===== src/rtl/anton_neopixel_stream_out_if.sv =====
// -----------------------------------------------------------------------------
// anton_neopixel_stream_out_if
//
// Purpose:
//   Signal bundle between the NeoPixel controller (master) and the stream
//   serialiser/encoder (slave).
//
// Handshake:
//   There is no valid/ready pair. Every signal is a plain level that the
//   slave samples on each rising edge of the stream clock. The master owns
//   all sequencing counters and may change any of them every cycle.
//
// Signals:
//   pixels            flattened byte buffer, byte n = pixels[8n+7:8n]
//   state             0 = transmit, 1 = reset/latch period
//   pixel_index       current byte index (pixel base address in 32-bit mode)
//   pixel_bit_index   bit within the 24-bit pixel, 0..23, 0 sent first
//   bit_pattern_index sub-bit tick, 0..7
//   reg_ctrl_32bit    1 = 32-bit pixel format, 0 = 8-bit RRRGGGBB format
//   reg_ctrl_run      streaming enable
//   neoData           registered WS2812 data line (slave output)
// -----------------------------------------------------------------------------
interface anton_neopixel_stream_out_if #(
   parameter int BUFFER_END = 31
);
   localparam int BUFFER_BITS = $clog2(BUFFER_END + 1);

   logic [8*(BUFFER_END+1)-1:0] pixels;
   logic                        state;
   logic [BUFFER_BITS-1:0]      pixel_index;
   logic [4:0]                  pixel_bit_index;
   logic [2:0]                  bit_pattern_index;
   logic                        reg_ctrl_32bit;
   logic                        reg_ctrl_run;
   logic                        neoData;

   modport master (
      output pixels,
      output state,
      output pixel_index,
      output pixel_bit_index,
      output bit_pattern_index,
      output reg_ctrl_32bit,
      output reg_ctrl_run,
      input  neoData
   );

   modport slave (
      input  pixels,
      input  state,
      input  pixel_index,
      input  pixel_bit_index,
      input  bit_pattern_index,
      input  reg_ctrl_32bit,
      input  reg_ctrl_run,
      output neoData
   );
endinterface


===== src/rtl/anton_neopixel_stream_out.sv =====
// -----------------------------------------------------------------------------
// anton_neopixel_stream_out
//
// Purpose:
//   WS2812 (NeoPixel) serialiser and pulse encoder on the 7 MHz stream clock.
//   Picks the current colour bit out of the pixel buffer using the parent's
//   byte/bit/tick counters and turns it into the WS2812 high/low pattern
//   (eight ticks per bit). The output is registered, so it lags the inputs
//   by exactly one clock. No sequencing state lives here.
//
// Ports:
//   clk7mhz  7 MHz stream clock
//   resetn   asynchronous, active-low reset
//   bus      anton_neopixel_stream_out_if.slave (buffer, counters, control,
//            neoData output)
//
// Parameters:
//   BUFFER_END  last byte index of the pixel buffer (must match the interface)
//
// Build options:
//   ANTON_NEOPIXEL_STREAM_INVERT_EN  when defined, neoData is inverted for
//   inverting level shifters; idle and reset level become 1.
// -----------------------------------------------------------------------------
module anton_neopixel_stream_out #(
   parameter int BUFFER_END = 31
) (
   input logic                        clk7mhz,
   input logic                        resetn,
   anton_neopixel_stream_out_if.slave bus
);

   localparam int BUFFER_BITS = $clog2(BUFFER_END + 1);
   // One extra address bit so pixel_index+2 cannot wrap back into the buffer.
   localparam int AW = BUFFER_BITS + 1;
   localparam logic [AW-1:0] END_ADDR = AW'(BUFFER_END);

   localparam logic ENUM_STATE_TRANSMIT = 1'b0;

`ifdef ANTON_NEOPIXEL_STREAM_INVERT_EN
   localparam logic INVERT = 1'b1;
`else
   localparam logic INVERT = 1'b0;
`endif

   // Byte view of the flattened buffer.
   logic [7:0] buf_bytes [0:BUFFER_END];

   for (genvar gi = 0; gi <= BUFFER_END; gi++) begin : g_bytes
      assign buf_bytes[gi] = bus.pixels[8*gi +: 8];
   end

   // Addresses beyond the buffer read as zero rather than wrapping.
   function automatic logic [7:0] fetch(input logic [AW-1:0] addr);
      if (addr > END_ADDR) begin
         return 8'h00;
      end
      return buf_bytes[addr[BUFFER_BITS-1:0]];
   endfunction

   logic [AW-1:0] addr_base;
   logic [AW-1:0] addr_g;
   logic [AW-1:0] addr_b;

   assign addr_base = {1'b0, bus.pixel_index};
   assign addr_g    = addr_base + AW'(1);
   assign addr_b    = addr_base + AW'(2);

   logic [7:0] byte8;
   logic [7:0] chan_r;
   logic [7:0] chan_g;
   logic [7:0] chan_b;
   logic [7:0] chan_sel;
   logic       bitval;
   logic       active;
   logic       pulse_high;
   logic       neo_q;

   assign byte8 = fetch(addr_base);

   always_comb begin
      chan_r = 8'h00;
      chan_g = 8'h00;
      chan_b = 8'h00;
      if (bus.reg_ctrl_32bit) begin
         chan_r = byte8;
         chan_g = fetch(addr_g);
         chan_b = fetch(addr_b);
      end else begin
         // RRRGGGBB expanded by bit replication so full-scale stays 0xFF.
         chan_r = {byte8[7:5], byte8[7:5], byte8[7:6]};
         chan_g = {byte8[4:2], byte8[4:2], byte8[4:3]};
         chan_b = {byte8[1:0], byte8[1:0], byte8[1:0], byte8[1:0]};
      end
   end

   // Wire order is G, R, B; bit indices 24..31 select nothing.
   always_comb begin
      chan_sel = 8'h00;
      case (bus.pixel_bit_index[4:3])
         2'd0:    chan_sel = chan_g;
         2'd1:    chan_sel = chan_r;
         2'd2:    chan_sel = chan_b;
         default: chan_sel = 8'h00;
      endcase
   end

   // MSB first: position 7 - i, which for a 3-bit i is simply ~i.
   assign bitval = chan_sel[~bus.pixel_bit_index[2:0]];

   assign active = bus.reg_ctrl_run && (bus.state == ENUM_STATE_TRANSMIT);

   // 0-bit: 2 ticks high / 6 low; 1-bit: 5 ticks high / 3 low.
   assign pulse_high = active &&
                       (bitval ? (bus.bit_pattern_index < 3'd5)
                               : (bus.bit_pattern_index < 3'd2));

   always_ff @(posedge clk7mhz or negedge resetn) begin
      if (!resetn) begin
         neo_q <= INVERT;
      end else begin
         neo_q <= pulse_high ^ INVERT;
      end
   end

   assign bus.neoData = neo_q;

endmodule


===== src/flat_wrapper.sv =====
// flat-port wrapper written by rule: the top's interface ports become plain ports
module anton_neopixel_stream_out_flat 
#(
   parameter int BUFFER_END = 31
)
  (clk7mhz, resetn, bus_pixels, bus_state, bus_pixel_index, bus_pixel_bit_index, bus_bit_pattern_index, bus_reg_ctrl_32bit, bus_reg_ctrl_run, bus_neoData);
  anton_neopixel_stream_out_if #(.BUFFER_END(BUFFER_END)) bus_i ();
  input logic clk7mhz;
  input logic resetn;
  input wire logic [$bits(bus_i.pixels)-1:0] bus_pixels;
  input wire logic [$bits(bus_i.state)-1:0] bus_state;
  input wire logic [$bits(bus_i.pixel_index)-1:0] bus_pixel_index;
  input wire logic [$bits(bus_i.pixel_bit_index)-1:0] bus_pixel_bit_index;
  input wire logic [$bits(bus_i.bit_pattern_index)-1:0] bus_bit_pattern_index;
  input wire logic [$bits(bus_i.reg_ctrl_32bit)-1:0] bus_reg_ctrl_32bit;
  input wire logic [$bits(bus_i.reg_ctrl_run)-1:0] bus_reg_ctrl_run;
  output wire logic [$bits(bus_i.neoData)-1:0] bus_neoData;
  assign bus_i.pixels = bus_pixels;
  assign bus_i.state = bus_state;
  assign bus_i.pixel_index = bus_pixel_index;
  assign bus_i.pixel_bit_index = bus_pixel_bit_index;
  assign bus_i.bit_pattern_index = bus_bit_pattern_index;
  assign bus_i.reg_ctrl_32bit = bus_reg_ctrl_32bit;
  assign bus_i.reg_ctrl_run = bus_reg_ctrl_run;
  assign bus_neoData = bus_i.neoData;
  anton_neopixel_stream_out #(.BUFFER_END(BUFFER_END)) u_core (.clk7mhz(clk7mhz), .resetn(resetn), .bus(bus_i));
endmodule

===== config.mk =====
export PLATFORM = sky130hd
export DESIGN_NAME = anton_neopixel_stream_out_flat
export DESIGN_NICKNAME = d
export VERILOG_FILES = /design/src/rtl/anton_neopixel_stream_out_if.sv /design/src/rtl/anton_neopixel_stream_out.sv /design/src/flat_wrapper.sv
export SDC_FILE = /design/constraint.sdc
export NUM_CORES = 1
export LEC_CHECK = 0
export CORE_UTILIZATION = 40
export CTS_BUF_LIST = sky130_fd_sc_hd__clkbuf_4
export DETAILED_ROUTE_END_ITERATION = 10
export GPL_TIMING_DRIVEN = 0
export PLACE_DENSITY = 0.77
export SLEW_MARGIN = 10
export SYNTH_ARGS = -nofsm -noshare
export SYNTH_HDL_FRONTEND = slang
export SYNTH_SLANG_ARGS = --single-unit

===== constraint.sdc =====
create_clock -name clk7mhz -period 0.8 [get_ports clk7mhz]
set_input_delay 0.12 -clock clk7mhz [delete_from_list [all_inputs] [get_ports clk7mhz]]
set_output_delay 0.12 -clock clk7mhz [all_outputs]
set_load 0.02 [all_outputs]

==> qor.txt, run 1 <==
status = finished, violations left
failing checks = negative setup slack
Crit. End Element = register
ANT nets after route = 0
average size of a mapped cell = 11.45 sq um
Leak = 3.887 nW
clock power share = 0%
layout cells sized above 1 = 34.72%
GRT Util Overall = 42.11%
vias = 8,842
Final WS setup = -2251 ps
unrepaired setup endpoints after global routing = yes
synth warn = 0
Internal Power = 4.390 mW
post-synthesis simple-gate area fraction = 12.21%
grt ovf = 0
IO Count = 275
crit path time final = 3051 ps
CP max FO = 10
die width = 135.5 um
Flop pwr share = 0.7%
post-synth net total = 899
mux share of post-synthesis cell area = 68.09%
Yosys reg bits = 1
max FFs per register = 1
Final #Nets = 1,195
worst hold path class = input pin to asynchronous set/reset pin
Slew headroom = 48.24%
Initial Util = 41.05%
hold buffer count at CTS = 0
Max Fclk = 327.8 MHz
largest net degree at the start of global routing = 11
Die H = 135.5 um
CP Launch Type = input pin
Synth top area share = 58.48%
Net Sw Frac = 45.99%
Clock Pin Slew Worst Setup and Hold Paths = 0 ps
CORE AREA = 17,360 sq um
Psw = 3.738 mW
crit-path max cell delay = 520 ps
Max-Cap Viols = 0
predominant post-synthesis flop cell = dfrtp_1
initial antenna violation count = 1
Synth async-reset ratio = 100.0%
worst path arrival time = 2910 ps
pwr dens = 746.1 nW/um^2
Req. time, crit path = 660 ps
register area share after synthesis = 0.3512%
P&R area growth vs syn = 52.90%
final setup vio count = 1
Post-Syn Instances = 622
routability congestion estimate = 1.029
PortBufs = 272
final instance area = 10,890 sq um
fraction of synthesized cell area in xor and xnor cells = 0.8430%
slowest CP cell = a2111o_1
largest cells by area after synthesis = mux4_2, mux2i_1, nand2_1
DRC viols = 0
# rows = 48
post-layout util = 62.76%
vias in the first global route = 8,916
VDD IR-drop max = 0.4213 mV
first-pass GRT wire length = 55.55 mm
Synth Cell Area = 7124 sq um
Routed wire per std cell = 33.82 um
period utilisation layout = 381.3%
Post-synth EDFFs = 0
Worst setup startpoint = bus_pixel_index[1]
adder-cell share of the synthesized area = 0.5269%
synth unique cells = 67
Fin. Hold Viols = 0
Placed Instance Area = 10,240 sq um
largest family of logic cells by synthesized area = multiplexers
Logic pwr share = 99.3%
CP Class = input pin to register
Slew Limit Fails = 0
DRT Pass-1 Iters = 6
Detailed Route WL = 38.62 mm
DR vias/cell = 7.743
crit path cell chain = buf_2 -> buf_4 -> clkbuf_2 -> clkbuf_4 -> mux4_2 -> a2111o_1 -> a221oi_2 -> a211o_1 -> o211a_1 -> a31oi_1
cell taking the most area after synthesis = mux4_2
Min Hold Slack = 269.6 ps
post-route setup TNS = -2251 ps
Slew @ Worst Pin = 776.4 ps
Post-DP HPWL = 30.30 mm
post-synthesis compound-gate area fraction = 11.22%
crit path to = u_core.bus.neoData$_DFF_PN0_
initial drt markers = 1,616
die footprint = 18,350 sq um
[cells in the final DEF, fill, tap and decap left out, drive strengths merged, types with 3 or more instances in the layout]
cell type,instances
nor3,9
a221oi,5
nor2,30
a31oi,15
o2111ai,4
ha,3
mux4,186
mux2,6
nand4,11
a22oi,11
o21ai,8
inv,7
nand2,56
nand2b,9
clkdlybuf4s50,266
buf,79
clkbuf,20
a211oi,6
nor3b,3
a211o,3
nand3,19
and3,7
nand4b,4
o211ai,4
a21oi,11
a2111oi,4
a22o,4
and2,5
xnor2,3
mux2i,59
o22ai,8
nor2b,6
xor2,3
[worst max-delay path, delay by kind of cell]
kind	cells	cell delay, ps
buf+inv	4	1240
compound gates	5	1170
mux	1	380
[kinds of logic after synthesis]
logic type,Yosys count
AOI/OAI and AO/OA,108
xor gates and xnor gates,6
adders and majority gates,3
buffers and inverters,80
DFF,1
muxes,251
and+or+nand+nor,173
[worst min path at each step]
stage / end / cells after the start
final: u_core.bus.neoData$_DFF_PN0_ / 1
after global routing: u_core.bus.neoData$_DFF_PN0_ / 1
after CTS: u_core.bus.neoData$_DFF_PN0_ / 1
after detailed placement: u_core.bus.neoData$_DFF_PN0_ / 1
after global placement: u_core.bus.neoData$_DFF_PN0_ / 1
after floorplan: u_core.bus.neoData$_DFF_PN0_ / 0
[cell usage after synthesis, types with 4 or more instances]
cell type	count
nor3_1	9
nand4b_1	4
clkbuf_1	19
nand4_1	11
nor2_1	30
inv_1	7
o2111ai_1	4
and2_1	5
a22o_1	4
a211oi_1	6
buf_4	13
mux4_2	185
a221oi_1	5
mux2i_1	59
nor2b_1	6
a22oi_1	11
buf_6	14
buf_1	4
a31oi_1	15
o21ai_0	8
nand3_1	19
o211ai_1	4
and3_1	7
buf_2	22
nand2b_1	9
o22ai_1	8
a21oi_1	11
mux2_2	6
nand2_1	56
[metrics by stage]
step	power, mW	setup WS, ps	instances
final	8.127	-2251	1142
after global routing	8.289	-2246	1141
after CTS	7.790	-2111	1141
after detailed placement	7.296	-3324	1119
after global placement	7.246	-3364	1119
after floorplan	4.160	-1769	622
[cell type report]
cell class | count | area (sq um)
Sequential cell | 1 | 25.02
Tap cell | 225 | 281.5
Buffer | 72 | 833.3
Timing Repair Buffer | 294 | 2903
Multi-Input combinational cell | 541 | 6817
Inverter | 8 | 31.28
Antenna cell | 1 | 2.502
Fill cell | 1450 | 6464
[power groups by stage]
stage | registers [mW] | logic (mW) | clock network (mW)
6_report | 0.0563 | 8.07 | 0.000000199
5_1_grt | 0.0565 | 8.23 | 0
4_1_cts | 0.0564 | 7.73 | 0
3_5_place_dp | 0.0565 | 7.24 | 0
3_3_place_gp | 0.0563 | 7.19 | 0
2_1_floorplan | 0.0614 | 4.10 | 0
[per-layer routing]
metal  global-route usage [%]  part of all wire, %
met5                        0                    0
met1                    53.28                   33
met4                    23.22                  6.4
met3                    11.75                   16
met2                    65.16                   45
[what timing repair did]
action | in CTS | in global routing
pin swaps | 14 | 4
endpoints found under the setup margin | 2 | 1
buffers inserted | 22 | 0
gates resized for setup | 139 | 14
(Power assumes the default switching activity.)
==> run 2: changes to the inputs <==
CTS_CLUSTER_SIZE = 20   (was unset)
==> results of run 2 <==
Final layout, timing and power as in run 1 (identical DEF).
==> run 3: changes to the inputs <==
ABC_CLOCK_PERIOD_IN_PS = 800   (was unset)
CAP_MARGIN = 20   (was unset)
CTS_CLUSTER_DIAMETER = 40   (was unset)
==> results of run 3 <==
Final layout, timing and power as in run 1 (identical DEF).
